===== src/rtl/obuf_drain.sv =====
// Purpose : drains the eJ32 output ring (OBUF..OBUF+OSZ-1) onto a byte stream for the console sink.
// Latency : head!=tail seen in IDLE -> mem_req next cycle -> tx_valid two edges after the granted read.
// Backpress: tx_ready low holds tx_data/tx_valid in OUT; mem_gnt low holds mem_req/mem_a in REQ.
//
// Ports:
//   clk, rst       clock; asynchronous active-low reset
//   head           producer write offset (next free slot)
//   mem_req/gnt    shared memory read arbitration; read happens on mem_req & mem_gnt
//   mem_a, mem_d   read address (OBUF+tail); data returned the cycle after the grant
//   tx_data/valid/ready  outgoing byte stream
//   tail           read offset (next byte to fetch), owned here
//   empty          idle with nothing pending
//   cnt            bytes delivered, wraps at 2^16
//   err            sticky: an out-of-range head was seen in IDLE
module obuf_drain #(
   parameter int OBUF = 'h1400,
   parameter int OSZ  = 'h600,
   parameter int ASZ  = 17,
   parameter int OW   = $clog2(OSZ)
) (
   input  logic          clk,
   input  logic          rst,
   input  logic [OW-1:0] head,
   output logic          mem_req,
   input  logic          mem_gnt,
   output logic [ASZ-1:0] mem_a,
   input  logic [7:0]    mem_d,
   output logic [7:0]    tx_data,
   output logic          tx_valid,
   input  logic          tx_ready,
   output logic [OW-1:0] tail,
   output logic          empty,
   output logic [15:0]   cnt,
   output logic          err
);

   typedef enum logic [1:0] {IDLE, REQ, DATA, OUT} state_t;

   localparam logic [ASZ-1:0] BASE = ASZ'(OBUF);
   localparam logic [OW-1:0]  LAST = OW'(OSZ - 1);
   localparam logic [OW-1:0]  SZ   = OW'(OSZ);
   // With a power-of-two ring every head value is legal.
   localparam bit             POW2 = (OSZ == (1 << OW));

   state_t         state, state_nxt;
   logic [OW-1:0]  tail_nxt, tail_inc;
   logic           mem_req_nxt, tx_valid_nxt, err_nxt;
   logic [ASZ-1:0] mem_a_nxt;
   logic [7:0]     tx_data_nxt;
   logic [15:0]    cnt_nxt;
   logic           head_bad;

   assign head_bad = !POW2 && (head >= SZ);
   assign tail_inc = (tail == LAST) ? '0 : tail + 1'b1;
   assign empty    = (state == IDLE) && (head == tail);

   always_ff @(posedge clk or negedge rst) begin
      if (!rst) begin
         state    <= IDLE;
         tail     <= '0;
         mem_req  <= 1'b0;
         mem_a    <= BASE;
         tx_data  <= 8'h00;
         tx_valid <= 1'b0;
         cnt      <= 16'h0000;
         err      <= 1'b0;
      end else begin
         state    <= state_nxt;
         tail     <= tail_nxt;
         mem_req  <= mem_req_nxt;
         mem_a    <= mem_a_nxt;
         tx_data  <= tx_data_nxt;
         tx_valid <= tx_valid_nxt;
         cnt      <= cnt_nxt;
         err      <= err_nxt;
      end
   end

   always_comb begin
      state_nxt    = state;
      tail_nxt     = tail;
      mem_req_nxt  = mem_req;
      mem_a_nxt    = mem_a;
      tx_data_nxt  = tx_data;
      tx_valid_nxt = tx_valid;
      cnt_nxt      = cnt;
      err_nxt      = err;
      unique case (state)
         IDLE: begin
            if (head_bad) begin
               err_nxt = 1'b1;
            end else if (head != tail) begin
               mem_req_nxt = 1'b1;
               mem_a_nxt   = BASE + ASZ'(tail);
               state_nxt   = REQ;
            end
         end
         REQ: begin
            if (mem_gnt) begin
               mem_req_nxt = 1'b0;
               state_nxt   = DATA;
            end
         end
         DATA: begin
            tx_data_nxt  = mem_d;
            tx_valid_nxt = 1'b1;
            state_nxt    = OUT;
         end
         OUT: begin
            if (tx_ready) begin
               tx_valid_nxt = 1'b0;
               cnt_nxt      = cnt + 16'd1;
               tail_nxt     = tail_inc;
               // Chain straight into the next fetch to skip an IDLE cycle.
               if ((head != tail_inc) && !head_bad) begin
                  mem_req_nxt = 1'b1;
                  mem_a_nxt   = BASE + ASZ'(tail_inc);
                  state_nxt   = REQ;
               end else begin
                  state_nxt   = IDLE;
               end
            end
         end
         default: state_nxt = IDLE;
      endcase
   end

endmodule

===== config.mk =====
export PLATFORM = sky130hd
export DESIGN_NAME = obuf_drain
export DESIGN_NICKNAME = d
export VERILOG_FILES = /design/src/rtl/obuf_drain.sv
export SDC_FILE = /design/constraint.sdc
export NUM_CORES = 1
export LEC_CHECK = 0
export CORE_UTILIZATION = 50
export DETAILED_ROUTE_END_ITERATION = 10
export MAX_ROUTING_LAYER = met4
export PLACE_DENSITY = 0.8
export REMOVE_ABC_BUFFERS = 1
export SLEW_MARGIN = 20
export SYNTH_ARGS = -nofsm -noshare
export SYNTH_HDL_FRONTEND = slang
export SYNTH_SLANG_ARGS = --single-unit

===== constraint.sdc =====
create_clock -name clk -period 3.9 [get_ports clk]
set_clock_uncertainty 0.15 [all_clocks]
set_input_delay 0.39 -clock clk [delete_from_list [all_inputs] [get_ports clk]]
set_output_delay 0.39 -clock clk [all_outputs]
set_load 0.01 [all_outputs]

==> summary.md, run 1 <==
| Metric | Value |
|---|---|
| Slew Limit Fails | `0` |
| Worst R2R End | `mem_a[5]$_DFFE_PN0P_` |
| Mapped Area | `3180 um2` |
| Layout cell share with drive strength beyond 1 | `0.0992` |
| R2R depth | `8` |
| Register bit total from synthesis | `52` |
| Setup TNS | `0 ns` |
| Final ANT Viol Nets | `0` |
| # rows | `28` |
| Status | `complete, no violations` |
| CTS root buffer | `clkbuf_8` |
| # IOs | `79` |
| Ys async rst share | `1.00` |
| Gpl congestion | `0.897` |
| H-Tree Depth | `2` |
| Hold Crit Class | `in -> async` |
| Post-synthesis cell count | `324` |
| Chip Height | `81.7 um` |
| Global-route wire length before repair | `12100 um` |
| Port Buf Inserts | `73` |
| Total Wirelength | `7510 um` |
| Max-Cap Viols | `0` |
| Synth Warn # | `0` |
| CTS tree | `built` |
| DRT Pass-1 Iters | `4` |
| Initial antenna violation count | `0` |
| CTS Buf Count | `5` |
| Vias in the first global route | `2427` |
| Maximum number of pins on one net before global-route repair | `53` |
| DRT iter0 DRCs | `217` |
| Worst path max stage delay | `0.55 ns` |
| DRC viols | `0` |
| Final layout net count | `421` |
| Critical path launch point type | `flip-flop` |
| Most common cell in the netlist | `dfrtp_1` |
| FMAX | `0.295 GHz` |
| FILL cells | `497` |
| Actual slew at the worst max-slew pin | `0.687 ns` |
| Max-slew headroom | `0.542` |
| Reg-to-reg setup timing slack | `0.51 ns` |
| Post-synth EDFFs | `0` |
| Crit-path slowest cell | `dfrtp_1` |
| Post-route clock period utilization | `0.869` |
| Crit end category | `flip-flop` |
| Required time of the critical path | `3.94 ns` |
| Distinct cells, synth | `65` |
| Worst path arrival time | `3.43 ns` |
| Synth area leader | `dfrtp_1` |
| Worst VDD drop | `0.369 mV` |
| Vias per inst | `5.58` |
| P_leak | `1.64 nW` |
| Top cell type's share of synthesized area | `0.402` |
| Routed vias | `2613` |
| Clock buffer depth | `2` |
| Initial Util | `0.527` |
| Utilization after layout | `0.667` |
| Total die area | `6680 um2` |
| Setup CP Type | `reg -> reg` |
| Dpl hpwl | `5480 um` |
| Reg-to-reg startpoint | `tail[1]$_DFFE_PN0P_` |
| Prevailing post-synth register cell | `dfrtp_1` |
| # Post-CTS Setup Buffers | `0` |
| RSZ-0062 raised after global routing | `false` |
| Worst-Skew Late Latency | `0.31 ns` |
| Sequential fraction of the synthesis area | `0.410` |
| Post_cts resized | `0` |
| Layout overhead on the synthesized area | `26.5%` |
| Syn_area_per_cell | `9.81 um2` |
| Post-Place Cells | `460` |
| Finished Layout Cells | `468` |
| Final setup fails | `0` |
| Period minus WS final | `3.39 ns` |
| GRT overflow | `0` |
| Antenna fix cells | `0` |
| Top cells by count, synth | `dfrtp_1 (51), xnor2_1 (32), nand2_1 (31), nor2_1 (18), nor3_1 (16)` |
| Worst-path clk slew | `0.10 ns` |
| Core area | `6030 um2` |
| Hold Vio Cnt, Final | `0` |
| Crit Path Max Fanout | `12` |
| Power, Total | `0.00232 W` |
| Synth area leaders | `dfrtp_1 (40%), xnor2_1 (8.8%), nand2_1 (3.7%)` |
| Clock tree sinks | `52` |
| Hold buffer count at CTS | `0` |
| Ratio of total power to cell area | `578 nW/um2` |
| GR Util All Layers | `0.244` |
| Die width | `81.7 um` |
| Worst path cell trace | `ha_1 -> nand3_1 -> o211a_1 -> or4_1 -> a211o_1 -> nor2_1 -> a221o_2 -> mux2_1` |
| WL/cell | `16.0 um` |
-- cells by family after synthesis --
kind of cell               share of synthesized area
muxes                                         0.0697
buffers and inverters                         0.0610
and+or+nand+nor                                0.211
DFF                                            0.410
other                                        0.00236
xor gates and xnor gates                      0.0992
AOI/OAI and AO/OA                              0.123
adders and majority gates                     0.0236
-- worst max path at each step --
stage / start / end
floorplan: tail[1]$_DFFE_PN0P_ / mem_a[0]$_DFFE_PN0P_
global placement: tail[1]$_DFFE_PN0P_ / mem_a[2]$_DFFE_PN0P_
detailed placement: tail[1]$_DFFE_PN0P_ / mem_a[5]$_DFFE_PN0P_
CTS: tail[1]$_DFFE_PN0P_ / mem_a[5]$_DFFE_PN0P_
global route: tail[1]$_DFFE_PN0P_ / mem_a[5]$_DFFE_PN0P_
finish: tail[1]$_DFFE_PN0P_ / mem_a[5]$_DFFE_PN0P_
-- registers in the layout, summed over array words and instances, names as in the netlist --
signal	cells
cnt	16
mem_req	1
tail	11
state	2
err	1
tx_data	8
mem_a	12
tx_valid	1
-- cell usage in the layout (no fill, tap or decap), types with 9 or more instances in the layout --
| cell | n |
|---|---|
| xnor2_1 | 32 |
| inv_1 | 13 |
| nor3_1 | 16 |
| clkdlybuf4s50_1 | 72 |
| o21ai_0 | 11 |
| dfrtp_1 | 51 |
| nand3_1 | 13 |
| mux2_2 | 9 |
| nor2_1 | 18 |
| nand2_1 | 31 |
-- per-layer routing --
metal,vias up,track usage,part of all wire
li1,1266,-,-
met1,1239,0.342,0.46
met2,99,0.360,0.46
met3,9,0.0467,0.066
met4,0,0.0649,0.012
met5,-,-,0
-- layout make-up --
| cell class | instances | area (um2) | share of cell area |
|---|---|---|---|
| Timing Repair Buffer | 79 | 771 | 0.192 |
| Clock inverter | 2 | 38.8 | 0.00965 |
| Inverter | 13 | 48.8 | 0.0121 |
| Tap cell | 75 | 93.8 | 0.0233 |
| Multi-Input combinational cell | 241 | 1690 | 0.421 |
| Sequential cell | 52 | 1300 | 0.324 |
| Clock buffer | 6 | 72.6 | 0.0181 |
-- metrics by stage --
stage	area, um2	setup WS [ns]	hold WS [ns]
2_1_floorplan	3040	0.703	-0.0556
3_3_place_gp	3910	0.680	0.304
3_5_place_dp	3910	0.547	0.304
4_1_cts	4020	0.536	0.0709
5_1_grt	4020	0.352	0.105
6_report	4020	0.511	0.0326
-- report_power, final --
group	switching [W]	internal [W]
clock network	0.000190	0.000194
registers	0.000148	0.000685
logic	0.000531	0.000576
total	0.000868	0.00145
-- critical path: cells and delay by family (launching register included) --
family	cells	cell delay [ns]
compound gates	3	1.04
simple gates	3	0.83
flops	1	0.55
mux	1	0.36
fa+ha+maj	1	0.34
No activity file was read; power rests on OpenSTA's default activity.
==> run 2, diff against run 1 <==
--- a/config.mk
+++ b/config.mk
@@ -5,6 +5,9 @@
 export SDC_FILE = /design/constraint.sdc
 export NUM_CORES = 1
 export LEC_CHECK = 0
+export ABC_AREA = 1
+export CORE_ASPECT_RATIO = 0.5
+export CORE_MARGIN = 2
 export CORE_UTILIZATION = 50
 export DETAILED_ROUTE_END_ITERATION = 10
 export MAX_ROUTING_LAYER = met4
==> run 2 against run 1 <==
  * Routed wire length down 5.9%
  * Largest power group unchanged
  * Global-route usage down 2.7 points
  * Fmax up 16%
  * Final cell count up 18%
  * Utilization down 0.46 points
  * Combinational power down 14%
  * Hold slack better by 0.0075 ns
  * Synthesized cell count up 23%
==> summary.md, run 2 <==
| Metric | Value |
|---|---|
| Status | `complete, no violations` |
| Register bit total from synthesis | `52` |
| Critical path launch point type | `input pin` |
| # Post-CTS Setup Buffers | `0` |
| Hold buffer count at CTS | `0` |
| NetSw | `0.000823 W` |
| Hold Crit Class | `in -> async` |
| Post-synthesis cell count | `397` |
| H-Tree Depth | `2` |
| Max-Cap Viols | `0` |
| GRT overflow | `0` |
| # IOs | `79` |
| Core area | `6080 um2` |
| Top reg by flops | `cnt` |
| Setup CP Type | `in -> out` |
| Chip Height | `60.1 um` |
| Mux cell area share after synthesis | `0.0286` |
| Vias in the first global route | `2401` |
| Seq pwr share | `0.362` |
| Prevailing post-synth register cell | `dfrtp_1` |
| Reg-to-reg setup timing slack | `1.25 ns` |
| Largest registers | `cnt x16, mem_a x12, tail x11` |
| Sw frac | `0.379` |
| Synth Area in Compound Gates | `0.0564` |
| Most common cell in the netlist | `nand2_1` |
| Top cell type's share of synthesized area | `0.405` |
| Final ANT Viol Nets | `0` |
| Clock power share | `0.200` |
| Top cells by count, synth | `nand2_1 (120), dfrtp_1 (51), inv_1 (35), nand3_1 (30), nor2_1 (28)` |
| Crit Path Max Fanout | `4` |
| Vias per inst | `4.96` |
| WL/cell | `12.8 um` |
| FMAX | `0.343 GHz` |
| Port Buf Inserts | `73` |
| Distinct cells, synth | `38` |
| Synth Area in Simple Gates | `0.325` |
| Worst path arrival time | `2.37 ns` |
| DRT Pass-1 Iters | `5` |
| Synth Warn # | `0` |
| Worst-Skew Late Latency | `0.28 ns` |
| Commonest non-fill, non-tap cells in the layout | `nand2_1 (120), clkdlybuf4s50_1 (72), dfrtp_1 (51), inv_1 (35), nand3_1 (30)` |
| Max reg flops | `16` |
| Worst-path clk slew | `0.07 ns` |
| Antenna fix cells | `0` |
| Largest family of logic cells by synthesized area | `simple AND/OR/NAND/NOR gates` |
| Commonest non-fill, non-tap cell in the layout | `nand2_1` |
| Maximum number of pins on one net before global-route repair | `36` |
| Synth area leaders | `dfrtp_1 (41%), nand2_1 (14%), nand3_1 (4.8%)` |
| Gpl congestion | `0.896` |
| Total Wirelength | `7060 um` |
| Fin area | `4030 um2` |
| Die width | `116 um` |
| Crit end category | `output pin` |
| Global-route wire length before repair | `11400 um` |
| DRT iter0 DRCs | `191` |
| Total die area | `6990 um2` |
| Ratio of total power to cell area | `540 nW/um2` |
| Syn_area_per_cell | `7.93 um2` |
| Slew Limit Fails | `0` |
| Post_cts resized | `0` |
| Routed vias | `2739` |
| Dpl hpwl | `5380 um` |
| Layout overhead on the synthesized area | `27.9%` |
| Worst VDD drop | `0.338 mV` |
| Final setup fails | `0` |
| Setup TNS | `0 ns` |
| CTS Buf Count | `5` |
| Max-slew headroom | `0.460` |
| CTS tree | `built` |
| RSZ-0062 raised after global routing | `false` |
| Power, Total | `0.00217 W` |
| # rows | `20` |
| Actual slew at the worst max-slew pin | `0.811 ns` |
| Initial Util | `0.518` |
| GR Util All Layers | `0.217` |
| Hold Vio Cnt, Final | `0` |
| Sequential fraction of the synthesis area | `0.414` |
| Initial antenna violation count | `0` |
| Layout cell share with drive strength beyond 1 | `0.0948` |
| Final layout net count | `492` |
| Pint | `0.00135 W` |
| Clock tree sinks | `52` |
| Adder-cell area share of the yosys netlist | `0.0238` |
| Combinational power share | `0.438` |
| Synth area leader | `dfrtp_1` |
| Placed cell area | `3880 um2` |
| Required time of the critical path | `3.36 ns` |
| Post-synth EDFFs | `0` |
| Post-Synth XOR/XNOR Area | `0.0640` |
| Period minus WS final | `2.91 ns` |
| P_leak | `1.90 nW` |
| Ys async rst share | `1.00` |
| Clock buffer depth | `2` |
| DRC viols | `0` |
| Mapped Area | `3150 um2` |
| Post-route clock period utilization | `0.747` |
| CTS root buffer | `clkbuf_16` |
-- run 2: cell types whose count changed in the layout (fill, tap and decap cells not counted), moves of 10 or more --
cell     delta
nand2_1    +89
xnor2_1    -24
inv_1      +22
nand3_1    +17
nor3_1     -15
o21ai_0    +15
xor2_1     +11
nor2_1     +10
-- run 2: final timing paths --
path,start,end,cells after the start
worst max register to register,tail[0]$_DFFE_PN0P_,mem_a[4]$_DFFE_PN0P_,15
max in group asynchronous,rst,cnt[10]$_DFFE_PN0P_,2
worst min-delay path,rst,tail[4]$_DFFE_PN0P_,1
min in group clk,err$_DFFE_PN0P_,err$_DFFE_PN0P_,2
worst min register to register,err$_DFFE_PN0P_,err$_DFFE_PN0P_,2
worst max-delay path,head[9],empty,6
-- run 2: area by class of cell --
type / count / area [um2]
multi-input cells: 291 / 1590
flip-flops and latches: 52 / 1300
clock buffers: 6 / 129
fillers: 533 / 2050
inverters: 38 / 143
repair buffers: 75 / 741
clock inverters: 2 / 16.3
well taps: 88 / 110
-- run 2: power groups by stage --
stage          clock [W]  sequential, W  combinational, W
3_5_place_dp           0       0.000797          0.000947
2_1_floorplan          0       0.000832          0.000501
3_3_place_gp           0       0.000792          0.000935
6_report        0.000435       0.000788          0.000952
4_1_cts         0.000447       0.000789          0.000952
5_1_grt         0.000467       0.000806           0.00106
-- run 2: cell families (layout without fill, tap and decap cells) --
group           Yosys count  after routing
fa+ha+maj                 6              6
mux                       8              8
buf+inv                  57            121
flops                    52             52
simple gates            216            216
compound gates           33             33
other cells               2              5
xor+xnor                 23             23
-- run 2: routing by layer --
| metal | part of all wire | GRT usage |
|---|---|---|
| met1 | 0.48 | 0.297 |
| met5 | 0 | - |
| met2 | 0.46 | 0.347 |
| met4 | 0.0057 | 0.0340 |
| met3 | 0.054 | 0.0385 |
-- run 2: metrics by stage --
step	hold slack [ns]	utilization	worst slack, ns	instances
final	0.0401	0.663	0.987	552
after global routing	0.0936	0.663	0.941	552
after CTS	0.0619	0.663	1.01	552
after detailed placement	0.304	0.639	1.04	544
after global placement	0.297	0.639	1.01	544
after floorplan	-0.0556	-	1.62	381
-- run 2: worst max-delay path, cell delays in order --
cell and delay, ns:
clkdlybuf4s50_1 0.54, inv_1 0.11, a2111o_1 0.41, nor4_1 0.16
and3_1 0.21, clkdlybuf4s50_1 0.55
==> run 3, diff against run 2 <==
==> constraint.sdc (replaced) <==
create_clock -name clk -period 2.7 [get_ports clk]
set_clock_uncertainty 0.15 [all_clocks]
set_input_delay 0.27 -clock clk [delete_from_list [all_inputs] [get_ports clk]]
set_output_delay 0.27 -clock clk [all_outputs]
set_load 0.01 [all_outputs]
==> run 3 against run 2 <==
  * Register-to-register slack got worse by 0.95 ns
  * Total power rose by 49%
  * Via count rose by 4.1%
  * Hold slack improved by 0.27 ns
  * Clock-buffer cell count fell by 1
  * Utilization rose by 1.6 points
  * Worst setup slack got worse by 0.73 ns
  * Sequential power rose by 40%
  * Critical endpoint unchanged
  * Largest cell class unchanged
  * Largest power group unchanged
==> summary.md, run 3 (same netlist as run 2, synthesis figures left out) <==
| Metric | Value |
|---|---|
| Routed vias | `2850` |
| Setup CP Type | `reg -> out` |
| Status | `complete, no violations` |
| Pint | `0.00200 W` |
| Top reg by flops | `cnt` |
| Commonest non-fill, non-tap cells in the layout | `nand2_1 (120), clkdlybuf4s50_1 (71), dfrtp_1 (51), inv_1 (35), nand3_1 (30)` |
| Period minus WS final | `2.44 ns` |
| Commonest non-fill, non-tap cell in the layout | `nand2_1` |
| P_leak | `1.97 nW` |
| Worst-Skew Late Latency | `0.30 ns` |
| FILL cells | `529` |
| FMAX | `0.409 GHz` |
| Actual slew at the worst max-slew pin | `0.662 ns` |
| CTS Buf Count | `5` |
| Worst path cell trace | `buf_4 -> inv_1 -> nor2_1 -> a2111o_1 -> nor4_1 -> and3_1 -> dlygate4sd2_1` |
| R2R depth | `14` |
| Ratio of total power to cell area | `787 nW/um2` |
| Dpl hpwl | `5630 um` |
| H-Tree Depth | `2` |
| Sw frac | `0.383` |
| Max-slew headroom | `0.559` |
| Total Wirelength | `7410 um` |
| Combinational power share | `0.455` |
| Multi-input gate area | `1590 um2` |
| Antenna fix cells | `0` |
| DRT iter0 DRCs | `157` |
| Worst-path clk slew | `0.07 ns` |
| Crit end category | `output pin` |
| Worst path arrival time | `2.02 ns` |
| Global-route wire length before repair | `12000 um` |
| Max reg flops | `16` |
| Clock tree sinks | `52` |
| Initial antenna violation count | `0` |
| Worst VDD drop | `0.491 mV` |
| Die width | `116 um` |
| CTS root buffer | `clkbuf_16` |
| Crit-path slowest cell | `dfrtp_1` |
| GR Util All Layers | `0.233` |
| # rows | `20` |
| Worst path max stage delay | `0.38 ns` |
| Crit Path Max Fanout | `7` |
| Max-Cap Viols | `0` |
| Slew Limit Fails | `0` |
| Final setup fails | `0` |
| Hold Crit Class | `reg -> reg` |
| Largest registers | `cnt x16, mem_a x12, tail x11` |
| Chip Height | `60.1 um` |
| Required time of the critical path | `2.28 ns` |
| Post-route clock period utilization | `0.905` |
| Vias per inst | `5.05` |
| Worst hold stages | `2` |
| DRC viols | `0` |
| Setup TNS | `0 ns` |
| Initial Util | `0.518` |
| NetSw | `0.00124 W` |
| Register area | `1300 um2` |
| Core area | `6080 um2` |
| Port Buf Inserts | `73` |
| Seq pwr share | `0.340` |
| Layout overhead on the synthesized area | `31.0%` |
| Gpl congestion | `0.917` |
| Maximum number of pins on one net before global-route repair | `53` |
| DRT Pass-1 Iters | `4` |
| RSZ-0062 raised after global routing | `false` |
| Hold Vio Cnt, Final | `0` |
| Utilization after layout | `0.678` |
| Clock buffer depth | `2` |
| # IOs | `79` |
| Layout cell share with drive strength beyond 1 | `0.118` |
| Final ANT Viol Nets | `0` |
| Clock power share | `0.205` |
| Final layout net count | `504` |
| WL/cell | `13.1 um` |
| Critical path launch point type | `flip-flop` |
| CTS tree | `built` |
| Total die area | `6990 um2` |
| GRT overflow | `0` |
| Vias in the first global route | `2524` |
## run 3: cell types whose count changed in the layout (fill, tap and decap cells not counted)
cell             change
dlygate4sd2_1        +1
clkinv_4             -1
clkdlybuf4s50_1      -1
inv_6                +2
buf_4               +11
dlygate4sd3_1        +1
clkbuf_1             -1
## run 3: per-stage QoR
stage	cell area (um2)	total power, W	worst slack [ns]	hold WS (ns)	std cells
6_report	4130	0.00325	0.256	0.314	564
5_1_grt	4130	0.00346	0.0354	0.339	564
4_1_cts	4130	0.00327	0.269	0.316	564
3_5_place_dp	3970	0.00259	0.152	0.281	555
3_3_place_gp	3970	0.00255	0.137	0.277	555
2_1_floorplan	3030	0.00192	0.417	-0.176	381
## run 3: cell type report
type	instances	share of cell area
repair buffers	87	0.202
well taps	88	0.0267
flip-flops and latches	52	0.316
inverters	38	0.0346
clock inverters	3	0.00607
multi-input cells	291	0.385
clock buffers	5	0.0303
## run 3: worst max-delay path: cells and delay by family, from the launching register on
kind | cells | cell delay (ns)
simple gates | 3 | 0.46
buf+inv | 3 | 0.52
compound gates | 1 | 0.37
flops | 1 | 0.38
## run 3: final timing paths
path                       slack, ns                     to                   from
setup reg to reg                0.30   mem_a[9]$_DFFE_PN0P_    tail[2]$_DFFE_PN0P_
hold reg to reg                 0.31  mem_a[10]$_DFFE_PN1P_  mem_a[10]$_DFFE_PN1P_
max in group asynchronous       1.48     cnt[8]$_DFFE_PN0P_                    rst
min in group asynchronous       0.47    tail[7]$_DFFE_PN0P_                    rst
setup / recovery                0.26                  empty    tail[0]$_DFFE_PN0P_
hold / removal                  0.31  mem_a[10]$_DFFE_PN1P_  mem_a[10]$_DFFE_PN1P_
## run 3: repair_timing
| item | 4_1_cts | 5_1_grt |
|---|---|---|
| hold buffers | 1 | 0 |
| setup buffers | 0 | 0 |
| hold endpoints to repair | 51 | 0 |
| endpoints found under the setup margin | 1 | 0 |
| gates resized for setup | 1 | 0 |
## run 3: metal layers
| metal | GRT usage | part of all wire |
|---|---|---|
| met5 | - | 0 |
| met4 | 0.0578 | 0.0082 |
| met3 | 0.0426 | 0.050 |
| met1 | 0.313 | 0.48 |
| met2 | 0.369 | 0.46 |
## run 3: power groups by stage
stage,Sequential (W),Combinational (W),Clock [W]
floorplan,0.00120,0.000723,0
global placement,0.00111,0.00144,0
detailed placement,0.00112,0.00147,0
CTS,0.00110,0.00148,0.000680
global route,0.00113,0.00163,0.000700
finish,0.00110,0.00148,0.000667
